==> src/rtl/stream_cmd_seq_pkg.sv <==
// rtl/stream_cmd_seq_pkg.sv - shared types and default widths for the stream command sequencer
package stream_cmd_seq_pkg;

    localparam int DEF_ADDR_W = 8;
    localparam int DEF_DATA_W = 32;
    localparam int DEF_CNT_W  = DEF_ADDR_W + 1;

    typedef enum logic {
        IDLE = 1'b0,
        RUN  = 1'b1
    } seq_state_t;

    typedef struct packed {
        logic [DEF_ADDR_W-1:0] address;
        logic [DEF_CNT_W-1:0]  count;
        logic [DEF_DATA_W-1:0] key;
    } job_t;

endpackage

==> src/rtl/stream_cmd_seq_chan.sv <==
// rtl/stream_cmd_seq_chan.sv - per-channel beat counter with valid and done generation
module stream_cmd_seq_chan #(
    parameter int CNT_W = 9
) (
    input  logic             clk,
    input  logic             resetn,
    input  logic             i_start,
    input  logic             i_run,
    input  logic [CNT_W-1:0] i_count,
    input  logic             i_fire,
    output logic [CNT_W-1:0] o_idx,
    output logic             o_valid,
    output logic             o_done
);

    logic [CNT_W-1:0] r_idx;
    logic [CNT_W-1:0] w_idx_nxt;

    always_ff @(posedge clk or negedge resetn) begin
        if (!resetn) begin
            r_idx <= '0;
        end else if (i_start) begin
            r_idx <= '0;
        end else if (i_fire) begin
            r_idx <= w_idx_nxt;
        end
    end

    assign w_idx_nxt = r_idx + {{(CNT_W-1){1'b0}}, i_fire};

    // valid depends only on registered state, so ready never loops back into it
    assign o_valid = i_run && (r_idx < i_count);
    assign o_done  = (w_idx_nxt == i_count);
    assign o_idx   = r_idx;

endmodule

==> src/rtl/stream_cmd_sequencer.sv <==
// rtl/stream_cmd_sequencer.sv - expands one job into address/key command bursts (option: STREAM_CMD_SEQ_INDEX_XOR_EN)
module stream_cmd_sequencer
    import stream_cmd_seq_pkg::*;
#(
    parameter int ADDR_W = DEF_ADDR_W,
    parameter int DATA_W = DEF_DATA_W,
    parameter int CNT_W  = ADDR_W + 1
) (
    input  logic              clk,
    input  logic              resetn,
    input  logic              io_job_valid,
    output logic              io_job_ready,
    input  logic [ADDR_W-1:0] io_job_payload_address,
    input  logic [CNT_W-1:0]  io_job_payload_count,
    input  logic [DATA_W-1:0] io_job_payload_key,
    output logic              io_cmdA_valid,
    input  logic              io_cmdA_ready,
    output logic [ADDR_W-1:0] io_cmdA_payload,
    output logic              io_cmdB_valid,
    input  logic              io_cmdB_ready,
    output logic [DATA_W-1:0] io_cmdB_payload,
    output logic              io_busy
);

    seq_state_t        r_state;
    seq_state_t        w_state_nxt;
    logic [ADDR_W-1:0] r_base;
    logic [CNT_W-1:0]  r_count;
    logic [DATA_W-1:0] r_key;

    logic              w_job_fire;
    logic              w_run;
    logic              w_fire_a;
    logic              w_fire_b;
    logic              w_valid_a;
    logic              w_valid_b;
    logic              w_done_a;
    logic              w_done_b;
    logic [CNT_W-1:0]  w_idx_a;
    logic [CNT_W-1:0]  w_idx_b;
    logic              w_unused_bits;

    assign w_job_fire = io_job_valid && io_job_ready;
    assign w_run      = (r_state == RUN);
    assign w_fire_a   = w_valid_a && io_cmdA_ready;
    assign w_fire_b   = w_valid_b && io_cmdB_ready;

    always_ff @(posedge clk or negedge resetn) begin
        if (!resetn) begin
            r_state <= IDLE;
        end else begin
            r_state <= w_state_nxt;
        end
    end

    // a zero-count job is accepted and dropped without leaving IDLE
    always_comb begin
        w_state_nxt  = r_state;
        io_job_ready = 1'b0;
        io_busy      = 1'b0;
        case (r_state)
            IDLE: begin
                io_job_ready = 1'b1;
                if (w_job_fire && (io_job_payload_count != '0)) begin
                    w_state_nxt = RUN;
                end
            end
            RUN: begin
                io_busy = 1'b1;
                if (w_done_a && w_done_b) begin
                    w_state_nxt = IDLE;
                end
            end
            default: begin
                w_state_nxt = IDLE;
            end
        endcase
    end

    always_ff @(posedge clk or negedge resetn) begin
        if (!resetn) begin
            r_base  <= '0;
            r_count <= '0;
            r_key   <= '0;
        end else if (w_job_fire) begin
            r_base  <= io_job_payload_address;
            r_count <= io_job_payload_count;
            r_key   <= io_job_payload_key;
        end
    end

    stream_cmd_seq_chan #(
        .CNT_W (CNT_W)
    ) u_chan_a (
        .clk     (clk),
        .resetn  (resetn),
        .i_start (w_job_fire),
        .i_run   (w_run),
        .i_count (r_count),
        .i_fire  (w_fire_a),
        .o_idx   (w_idx_a),
        .o_valid (w_valid_a),
        .o_done  (w_done_a)
    );

    stream_cmd_seq_chan #(
        .CNT_W (CNT_W)
    ) u_chan_b (
        .clk     (clk),
        .resetn  (resetn),
        .i_start (w_job_fire),
        .i_run   (w_run),
        .i_count (r_count),
        .i_fire  (w_fire_b),
        .o_idx   (w_idx_b),
        .o_valid (w_valid_b),
        .o_done  (w_done_b)
    );

    assign io_cmdA_valid   = w_valid_a;
    assign io_cmdB_valid   = w_valid_b;
    // address wraps modulo the memory depth
    assign io_cmdA_payload = r_base + w_idx_a[ADDR_W-1:0];

`ifdef STREAM_CMD_SEQ_INDEX_XOR_EN
    assign io_cmdB_payload = r_key ^ DATA_W'(w_idx_b);
    assign w_unused_bits   = w_idx_a[CNT_W-1];
`else
    assign io_cmdB_payload = r_key;
    assign w_unused_bits   = ^{w_idx_a[CNT_W-1], w_idx_b};
`endif

endmodule

==> config.mk <==
export PLATFORM = sky130hd
export DESIGN_NAME = stream_cmd_sequencer
export DESIGN_NICKNAME = d
export VERILOG_FILES = /design/src/rtl/stream_cmd_seq_pkg.sv /design/src/rtl/stream_cmd_seq_chan.sv /design/src/rtl/stream_cmd_sequencer.sv
export SDC_FILE = /design/constraint.sdc
export NUM_CORES = 1
export LEC_CHECK = 0
export BUFFER_PORTS_ARGS = -buffer_cell sky130_fd_sc_hd__buf_4
export CORE_ASPECT_RATIO = 1.1
export CORE_MARGIN = 1
export CORE_UTILIZATION = 50
export DETAILED_ROUTE_END_ITERATION = 6
export PLACE_DENSITY = 0.76
export SLEW_MARGIN = 10
export SYNTH_ARGS = -nofsm -noshare
export SYNTH_HDL_FRONTEND = slang
export SYNTH_SLANG_ARGS = --single-unit
export TNS_END_PERCENT = 5
==> constraint.sdc <==
create_clock -name clk -period 3.87 [get_ports clk]
set_input_delay 0.387 -clock clk [delete_from_list [all_inputs] [get_ports clk]]
set_output_delay 0.387 -clock clk [all_outputs]
set_load 0.005 [all_outputs]
======== Word level (Yosys, flattened, before mapping) ========
Cells that the tools add are included.
cells by class
  magnitude comparators ................... 2
  add/sub/neg operators ................... 3
  reductions and logical operators ........ 10
  bitwise logic cells ..................... 1
  multiplexer cells ....................... 9
  eq/ne operators ......................... 2
operators by type and width
  cell                                count
  2-to-1 mux 9 bit                    4
  adder 9 x 1 -> 9 bit                2
  == test 9 bit                       2
  < comparator 9 bit                  2
  nonzero test 9 bit                  1
  adder 8 bit                         1
  logical AND 1 bit                   7
  2-to-1 mux 1 bit                    4
  nonzero test 2 bit                  2
  one-hot mux 1 bit (2 select lines)  1
  NOT 1 bit                           1
word-level totals
  output and inout bits ................... 44
  logic and storage cells ................. 33
  register bits after elaboration ......... 68

======== Logic depth before layout (Yosys ltp) ========
Gate-level depths: netlist (run 1).
  depth in word-level cells ............... 8
  gate-level depth with buffers ........... 16
  gate-level depth less buffers ........... 16

======== By module ========
A second synthesis (run 1) with hierarchy kept.
unflattened totals
  cells, all modules ...................... 370
  area total of the unflattened synthesis .. 4200.3 µm²
modules (own cells, without submodules)
  module                          instances  area an instance (µm²)  seq. area each (µm²)  cells each
  stream_cmd_sequencer            1          2427.3                  1251.2                158
  stream_cmd_seq_chan (u_chan_b)  1          904.6                   225.2                 106
  stream_cmd_seq_chan (u_chan_a)  1          868.3                   225.2                 106

======== Least setup slack after synthesis (run 1) ========
Ideal clock, no wire load.
  path kind ............................... register to register
  from .................................... register r_count[1]
  to ...................................... register r_state
  library setup time ...................... 133 ps
  cell stages (with the launch flop) ...... 17
  slack ................................... 721 ps
  path buffers ............................ 0
  data required time ...................... 3737 ps
  data arrival time ....................... 3016 ps
  cell sequence ........................... dfrtp_1 > inv_1 > ha_1 > a211oi_1 > o21ai_1 > a221oi_2 > o211ai_2 > clkinv_2 > ha_1 > ha_1 > nand3_1 > or3_1 > xor2_1 > nand3_1 > o21a_1 > a2111oi_2 > a31oi_1
on the way
  longest elaborated chain between the ends .. 8
  elaborated cells on any way between the ends .. 13
  classes of those cells .................. add/sub (2); order compare (2); eq/ne (2); mux (2); reduce/logical (5)
RTL lines
  item                                         line                                                    text
  start: declaration                           stream_cmd_sequencer.sv:28                              logic [CNT_W-1:0] r_count;
  start signal: assignment                     stream_cmd_sequencer.sv:87                              r_count <= io_job_payload_count;
  < comparator 9 bit                           stream_cmd_seq_chan.sv:32                               assign o_valid = i_run && (r_idx < i_count);
  logical AND 1 bit                            stream_cmd_seq_chan.sv:32
  logical AND 1 bit, on equally long branches  stream_cmd_sequencer.sv:45, stream_cmd_sequencer.sv:46
  adder 9 x 1 -> 9 bit                         stream_cmd_seq_chan.sv:29                               assign w_idx_nxt = r_idx + {{(CNT_W-1){1'b0}}, i_fire};
  == test 9 bit                                stream_cmd_seq_chan.sv:33                               assign o_done = (w_idx_nxt == i_count);
  logical AND 1 bit (*)                        stream_cmd_sequencer.sv:70                              if (w_done_a && w_done_b) begin
  2-to-1 mux 1 bit (*)                         stream_cmd_sequencer.sv:70
  one-hot mux 1 bit (2 select lines) (*)       stream_cmd_sequencer.sv:61                              case (r_state)
  net w_state_nxt                              stream_cmd_sequencer.sv:26                              seq_state_t w_state_nxt;
  end signal: assignment                       stream_cmd_sequencer.sv:52                              r_state <= w_state_nxt;
  end: declaration                             stream_cmd_sequencer.sv:25                              seq_state_t r_state;
Mark *: on every way through the listed nets, which the timed path passes. The rest lies on a longest branch.
A chain may end at the register's enable or synchronous reset.

======== Final worst setup path (run 1) ========
Same ends and word-level chain as after synthesis.

==> qor_table.md, run 1 <==
| Group | Result | Reported |
| --- | --- | --- |
| status | Outcome | complete, no violations |
| grt | GRT overflow | 0 |
| grt | First-pass GRT wire length | 15060 um |
| clock tree | CTS root buffer | sky130_fd_sc_hd__clkbuf_8 |
| pwr | Power per cell area | 702.4 nW/um2 |
| route | Number of vias after detailed routing | 3316 |
| route | Post-detailed-route wirelength per cell | 14.60 um |
| sta | Fin crit period | 3531 ps |
| sta | Total negative slack | 0 ps |
| yosys | Library cells used by synthesis | 51 |
| yosys | Total number of yosys warnings | 0 |
| floorplan | Io pins | 98 |
| clock tree | Number of sinks driven by the clock tree | 68 |
| route | Highest metal layer with signal wires | met4 |
| sta | Maximum achievable frequency | 283.2 MHz |
| route | Violation count after the first detailed-routing iteration | 165 |
| setup path | Cell Chain, Critical Path | inv_1 > ha_1 > a211oi_1 > o21ai_1 > a221oi_2 > o211ai_2 > clkinv_2 > ha_1 > ha_1 > nand3_2 > or3_4 > xor2_2 > nand3_1 > o21a_1 > a2111oi_2 > a31oi_1 |
| yosys | Dominant cell type by area after synthesis | sky130_fd_sc_hd__dfrtp_1 |
| floorplan | Die span in x | 85.19 um |
| route | Via-per-instance ratio | 5.348 |
| sta | Relative slew slack | 36.71% |
| layout | Net count of the finished layout | 610 |
| placement | Quantity of I/O buffers inserted on ports | 97 |
| route | Amount of wire on met3 after detailed routing | 656 um |
| sta | Crit share post-route | 91.25% |
| yosys | Primary flip-flop cell chosen by synthesis mapping | sky130_fd_sc_hd__dfrtp_1 |
| yosys | Share of the synthesized area in the top cell type | 44.71% |
| setup path | Kind of critical path | reg2reg |
| sta | Number of endpoints with negative hold slack in the final report | 0 |
| yosys | FFs w/ async S/R, synth | 100.0% |
| sta | Total of endpoints with negative setup slack in the final report | 0 |
| sta | Post-route clock skew | 8.576 ps |
| clock tree | Maximum buffer depth of the clock tree | 2 |
| clock tree | CTS clk-pin slew, worst paths | 80 ps |
| sta | RSZ-0062 raised after global routing | false |
| route | Routed length on met2 | 4315 um |
| job | Maximum capacitance violations | 0 |
| worst hold path | Kind of path behind the tightest hold check | in2async |
| route | WL met1 | 3922 um |
| grt | Via count of the first global-routing pass | 3347 |
| yosys | Main area contributors after synthesis | sky130_fd_sc_hd__dfrtp_1 (45%), sky130_fd_sc_hd__nand2_1 (14%), sky130_fd_sc_hd__ha_1 (8.9%) |
| setup path | Slowest cell delay on critical path | 430 ps |
| pwr | Pwr Total | 0.003407 W |
| yosys | Number of nets produced by synthesis | 510 |
| setup path | Critical path required time | 4100 ps |
| yosys | Netlist Area Pre-Place | 3806 um2 |
| grt | Largest net degree at the start of global routing | 69 |
| clock tree | Number of levels the H-tree was split into | 3 |
| yosys | Synthesized-area fraction occupied by and/or/nand/nor cells | 25.44% |
| layout | Total of fill cells in the finished design | 635 |
| yosys | Dominant combinational cell family by area after synthesis | simple AND/OR/NAND/NOR gates |
| yosys | Flip-flop and latch count after synthesis | 68 |
| floorplan | Height of the die | 93.51 um |
| placement | Dpl hpwl | 6479 um |
| floorplan | Core footprint | 7432 um2 |
| sta | Final worst setup slack | 338.6 ps |
| floorplan | Initial standard-cell utilization of the core | 51.21% |
| yosys | Synthesized-area fraction occupied by xor and xnor cells | 3.452% |
| layout | Area added between synthesis and finish | 27.45% |
| route | WL final | 9049 um |
| yosys | Mean post-synth cell area | 8.893 um2 |
| yosys | Area fraction in compound gates after synthesis | 13.12% |
| yosys | Number of enable-type register cells in the synthesized netlist | 0 |
| clock tree | Setup repair bufs after CTS | 0 |
| route | Number of detailed-route iterations in the first pass | 4 |
| layout | Layout cells sized above 1 | 26.83% |
| yosys | Adder and majority gate portion of the synthesized area | 9.402% |
| clock tree | Insertion delay to the later sink of the worst-skew pair | 350 ps |
| setup path | Critical path's slowest cell | sky130_fd_sc_hd__or3_4 |
| floorplan | Area of the die | 7966 um2 |
| yosys | Cell count after synthesis | 428 |
| sta | Pin slew with the least headroom to its limit | 947.3 ps |
| yosys | Share of synthesized area spent on multiplexers | 0.2630% |
| pwr | Static leakage | 2.606 nW |
| placement | Gpl congestion | 0.8175 |
| setup path | Worst path arrival time | 3760 ps |
| sta | Final number of max-transition violations | 0 |
| route | Post-route DRC | 0 |
| setup path | Capturing element type of the critical path | flip-flop |
| clock tree | CTS tree | done |
| layout | Most common cell after layout, fill and taps aside | sky130_fd_sc_hd__nand2_1 |
| clock tree | Total clock buffers created by CTS | 9 |
| floorplan | Std cell rows | 33 |
| layout | Commonest cells after routing, fill and taps aside | sky130_fd_sc_hd__nand2_1 (141), sky130_fd_sc_hd__buf_4 (101), sky130_fd_sc_hd__dfrtp_1 (68), sky130_fd_sc_hd__ha_1 (27), sky130_fd_sc_hd__inv_1 (18) |
| pwr | Highest ir drop seen on vdd | 0.0003733 V |
| setup path | Most frequent CP cell | sky130_fd_sc_hd__ha_1 |
| placement | Post-Place Setup Slack | 269.5 ps |
| setup path | Critical path startpoint category | flip-flop |
| route | DRT antenna net count | 0 |
| yosys | Sequential fraction of the synthesis area | 44.71% |
| setup path | Maximum fanout encountered on the critical timing path | 5 |
| layout | Core Util, Final | 65.27% |
| grt | Antenna violations before repair | 0 |
| layout | Number of diodes | 0 |
| grt | GRT Resource Usage Total | 24.19% |
==> worst max-delay path: cells and delay by family, from the launching register on <==
| family | cells | cell delay [ps] |
|---|---|---|
| xor gates and xnor gates | 1 | 200 |
| and+or+nand+nor | 3 | 660 |
| adders and majority gates | 3 | 650 |
| buffers and inverters | 2 | 240 |
| DFF | 1 | 400 |
| AOI/OAI and AO/OA | 7 | 1260 |
==> cell usage after synthesis (all sizes together) (2+ instances only) <==
cell type / n
nand2: 141
xor2: 7
or2: 4
and3: 7
nor3b: 2
a21oi: 12
nor2b: 3
a211oi: 4
a221oi: 3
buf: 2
ha: 27
nor2: 9
clkbuf: 10
o21a: 3
xnor2: 8
o211ai: 4
and4: 2
nand3: 15
nand2b: 8
inv: 18
and2: 4
clkinv: 2
o31ai: 2
dfrtp: 68
a31oi: 4
a211o: 6
a21o: 11
o21ai: 16
or3: 5
nor3: 13
==> cells by family (layout without fill, tap and decap cells) <==
group                      count (synthesis)  in the layout
AOI/OAI and AO/OA                         68             68
and+or+nand+nor                          216            216
muxes                                      1              1
DFF                                       68             68
adders and majority gates                 28             28
buffers and inverters                     32            137
xor gates and xnor gates                  15             15
==> through the flow <==
stage          cells  hold slack (ps)  instance area (um2)
2_1_floorplan    428            91.41                 3806
3_3_place_gp     604            459.2                 4624
3_5_place_dp     604            464.0                 4624
4_1_cts          620            172.7                 4833
5_1_grt          620            209.0                 4851
6_report         620            141.0                 4851
==> area by class of cell <==
type                    instances  area, um2  area share (%)
repair buffers                101      758.2           15.63
multi-input cells             328       1992           41.06
flip-flops and latches         68       1702           35.08
inverters                      20      81.33           1.677
well taps                      87      108.9           2.244
clock inverters                 6      71.32           1.470
clock buffers                  10      137.6           2.837
==> state kept, by name, indices dropped and copies added (netlist names) <==
signal	count
io_cmdB_payload	32
r_count	9
u_chan_a.o_idx	9
u_chan_b.o_idx	9
r_base	8
r_state	1
==> metal layers <==
layer	vias up	GRT usage, %
met3	11	6.178
met5	-	0
met4	0	7.910
met2	111	40.93
li1	1649	-
met1	1545	30.22
==> repair_timing <==
item	4_1_cts	5_1_grt
resized for setup	0	3
hold buffers	0	0
endpoints found under the setup margin	0	1
==> worst paths after layout <==
check | startpoint | end | slack [ps] | cells past startpoint
worst max-delay path | r_count[1]$_DFFE_PN0P_ | r_state$_DFF_PN0_ | 340 | 16
worst min-delay path | resetn | r_base[5]$_DFFE_PN0P_ | 140 | 1
worst max register to register | r_count[1]$_DFFE_PN0P_ | r_state$_DFF_PN0_ | 340 | 16
worst min register to register | io_cmdB_payload[28]$_DFFE_PN0P_ | io_cmdB_payload[28]$_DFFE_PN0P_ | 480 | 2
max in group asynchronous | resetn | io_cmdB_payload[21]$_DFFE_PN0P_ | 3160 | 1
min in group clk | io_job_payload_key[28] | io_cmdB_payload[28]$_DFFE_PN0P_ | 220 | 3
==> where the power goes <==
| group | internal (W) | switching [W] | total [W] |
|---|---|---|---|
| clock | 0.000321 | 0.000304 | 0.000625 |
| sequential | 0.000989 | 0.000189 | 0.00118 |
| combinational | 0.000785 | 0.000819 | 0.00160 |
No activity file was read; power rests on OpenSTA's default activity.
==> run 2: changes to the inputs <==
- MAX_ROUTING_LAYER: not set -> met4
==> qor_table.md, run 2 (synthesis gave the netlist of run 1 again) <==
| Group | Result | Reported |
| --- | --- | --- |
| status | Outcome | complete, no violations |
| layout | Number of diodes | 0 |
| placement | Post-Place Setup Slack | 269.5 ps |
| clock tree | Setup repair bufs after CTS | 0 |
| route | Violation count after the first detailed-routing iteration | 185 |
| placement | Gpl congestion | 0.8297 |
| sta | Total of endpoints with negative setup slack in the final report | 0 |
| layout | Total of fill cells in the finished design | 635 |
| clock tree | Maximum buffer depth of the clock tree | 2 |
| job | Maximum capacitance violations | 0 |
| floorplan | Area of the die | 7966 um2 |
| grt | Largest net degree at the start of global routing | 69 |
| floorplan | Io pins | 98 |
| floorplan | Height of the die | 93.51 um |
| placement | Placed Instances | 604 |
| grt | First-pass GRT wire length | 15060 um |
| pwr | Static leakage | 2.606 nW |
| grt | GRT Resource Usage Total | 24.90% |
| sta | Fin crit period | 3541 ps |
| route | WL final | 8998 um |
| sta | Post-route clock skew | 8.568 ps |
| sta | Pin slew with the least headroom to its limit | 916.1 ps |
| route | Number of vias after detailed routing | 3330 |
| grt | Antenna violations before repair | 0 |
| layout | Footprint of the multi-input gates | 1992 um2 |
| setup path | Kind of critical path | reg2reg |
| setup path | Worst path arrival time | 3760 ps |
| sta | RSZ-0062 raised after global routing | false |
| route | DRT antenna net count | 0 |
| floorplan | Initial standard-cell utilization of the core | 51.21% |
| layout | Net count of the finished layout | 610 |
| layout | Number of flip-flops under the largest register name | 32 |
| route | Number of detailed-route iterations in the first pass | 4 |
| clock tree | Insertion delay to the later sink of the worst-skew pair | 350 ps |
| pwr | Highest ir drop seen on vdd | 0.0003730 V |
| setup path | Slack of the worst reg-to-reg path | 330 ps |
| sta | Total negative slack | 0 ps |
| sta | Final worst setup slack | 329.4 ps |
| sta | Number of endpoints with negative hold slack in the final report | 0 |
| route | Post-detailed-route wirelength per cell | 14.51 um |
| layout | Most common cell after layout, fill and taps aside | sky130_fd_sc_hd__nand2_1 |
| floorplan | Std cell rows | 33 |
| sta | Worst hold margin | 147.2 ps |
| sta | Relative slew slack | 38.80% |
| layout | Sequential cell area in the final layout | 1702 um2 |
| clock tree | CTS clk-pin slew, worst paths | 80 ps |
| setup path | Maximum fanout encountered on the critical timing path | 5 |
| grt | Via count of the first global-routing pass | 3342 |
| layout | Area added between synthesis and finish | 27.45% |
| worst hold path | Kind of path behind the tightest hold check | in2async |
| grt | GRT overflow | 0 |
| setup path | Worst r2r src | r_count[1]$_DFFE_PN0P_ |
| sta | Final number of max-transition violations | 0 |
| placement | Dpl hpwl | 6479 um |
| setup path | Destination of the worst register-to-register timing path | r_state$_DFF_PN0_ |
| layout | Commonest cells after routing, fill and taps aside | sky130_fd_sc_hd__nand2_1 (141), sky130_fd_sc_hd__buf_4 (101), sky130_fd_sc_hd__dfrtp_1 (68), sky130_fd_sc_hd__ha_1 (27), sky130_fd_sc_hd__inv_1 (18) |
| clock tree | Number of sinks driven by the clock tree | 68 |
| clock tree | Total clock buffers created by CTS | 9 |
| clock tree | CTS root buffer | sky130_fd_sc_hd__clkbuf_8 |
| setup path | Worst Reg-to-Reg Cells | 16 |
| clock tree | CTS tree | done |
| route | Post-route DRC | 0 |
| route | Via-per-instance ratio | 5.371 |
| floorplan | Die span in x | 85.19 um |
| sta | Maximum achievable frequency | 282.4 MHz |
| setup path | Critical path startpoint category | flip-flop |
| clock tree | Number of levels the H-tree was split into | 3 |
| layout | Fin cells | 620 |
| placement | Quantity of I/O buffers inserted on ports | 97 |
| setup path | Capturing element type of the critical path | flip-flop |
| pwr | Power per cell area | 702.0 nW/um2 |
| layout | Layout cells sized above 1 | 26.83% |
| floorplan | Core footprint | 7432 um2 |
| sta | Crit share post-route | 91.49% |
| setup path | Critical path required time | 4090 ps |
[run 2: worst max-delay path by stage]
stage / start / endpoint / depth (start not counted)
finish: r_count[1]$_DFFE_PN0P_ / r_state$_DFF_PN0_ / 16
global route: r_count[1]$_DFFE_PN0P_ / r_state$_DFF_PN0_ / 16
CTS: r_count[1]$_DFFE_PN0P_ / r_state$_DFF_PN0_ / 16
detailed placement: r_count[1]$_DFFE_PN0P_ / r_state$_DFF_PN0_ / 16
global placement: r_count[1]$_DFFE_PN0P_ / r_state$_DFF_PN0_ / 16
floorplan: r_count[1]$_DFFE_PN0P_ / r_state$_DFF_PN0_ / 16
[run 2: stage by stage]
step	util, %	area, um2	total power (W)
2_1_floorplan	-	3806	0.002086
3_3_place_gp	62.22	4624	0.002738
3_5_place_dp	62.22	4624	0.002800
4_1_cts	65.03	4833	0.003433
5_1_grt	65.27	4851	0.003679
6_report	65.27	4851	0.003406
[run 2: final cells by class]
type,count,share of cell area (%)
flip-flops and latches,68,35.08
well taps,87,2.244
clock buffers,10,2.837
clock inverters,6,1.470
inverters,20,1.677
repair buffers,101,15.63
multi-input cells,328,41.06
[run 2: per-layer routing]
layer	global-route usage (%)	routed length (um)	up-vias
met5	-	0	-
met4	7.910	148	0
met3	4.766	530	11
met2	40.86	4323	112
met1	31.25	3996	1557
li1	-	-	1650
[run 2: worst max-delay path, cell delays in order, from the launching register on]
cell and delay [ps]:
sky130_fd_sc_hd__dfrtp_1 400, sky130_fd_sc_hd__inv_1 130, sky130_fd_sc_hd__ha_1 250, sky130_fd_sc_hd__a211oi_1 200, sky130_fd_sc_hd__o21ai_1 140, sky130_fd_sc_hd__a221oi_2 330
sky130_fd_sc_hd__o211ai_2 130, sky130_fd_sc_hd__clkinv_2 110, sky130_fd_sc_hd__ha_1 190, sky130_fd_sc_hd__ha_1 210, sky130_fd_sc_hd__nand3_2 130, sky130_fd_sc_hd__or3_4 440
sky130_fd_sc_hd__xor2_2 200, sky130_fd_sc_hd__nand3_1 100, sky130_fd_sc_hd__o21a_1 120, sky130_fd_sc_hd__a2111oi_2 220, sky130_fd_sc_hd__a31oi_1 130
[run 2: power breakdown]
| part | leakage (nW) | switching (W) | internal, W |
|---|---|---|---|
| logic | 1.64 | 0.000819 | 0.000785 |
| registers | 0.862 | 0.000189 | 0.000989 |
| clock network | 0.0995 | 0.000302 | 0.000321 |
[run 2: repair_timing]
item / CTS / global route
gates resized for setup: 0 / 3
endpoints found under the setup margin: 0 / 1
hold buffers: 0 / 0
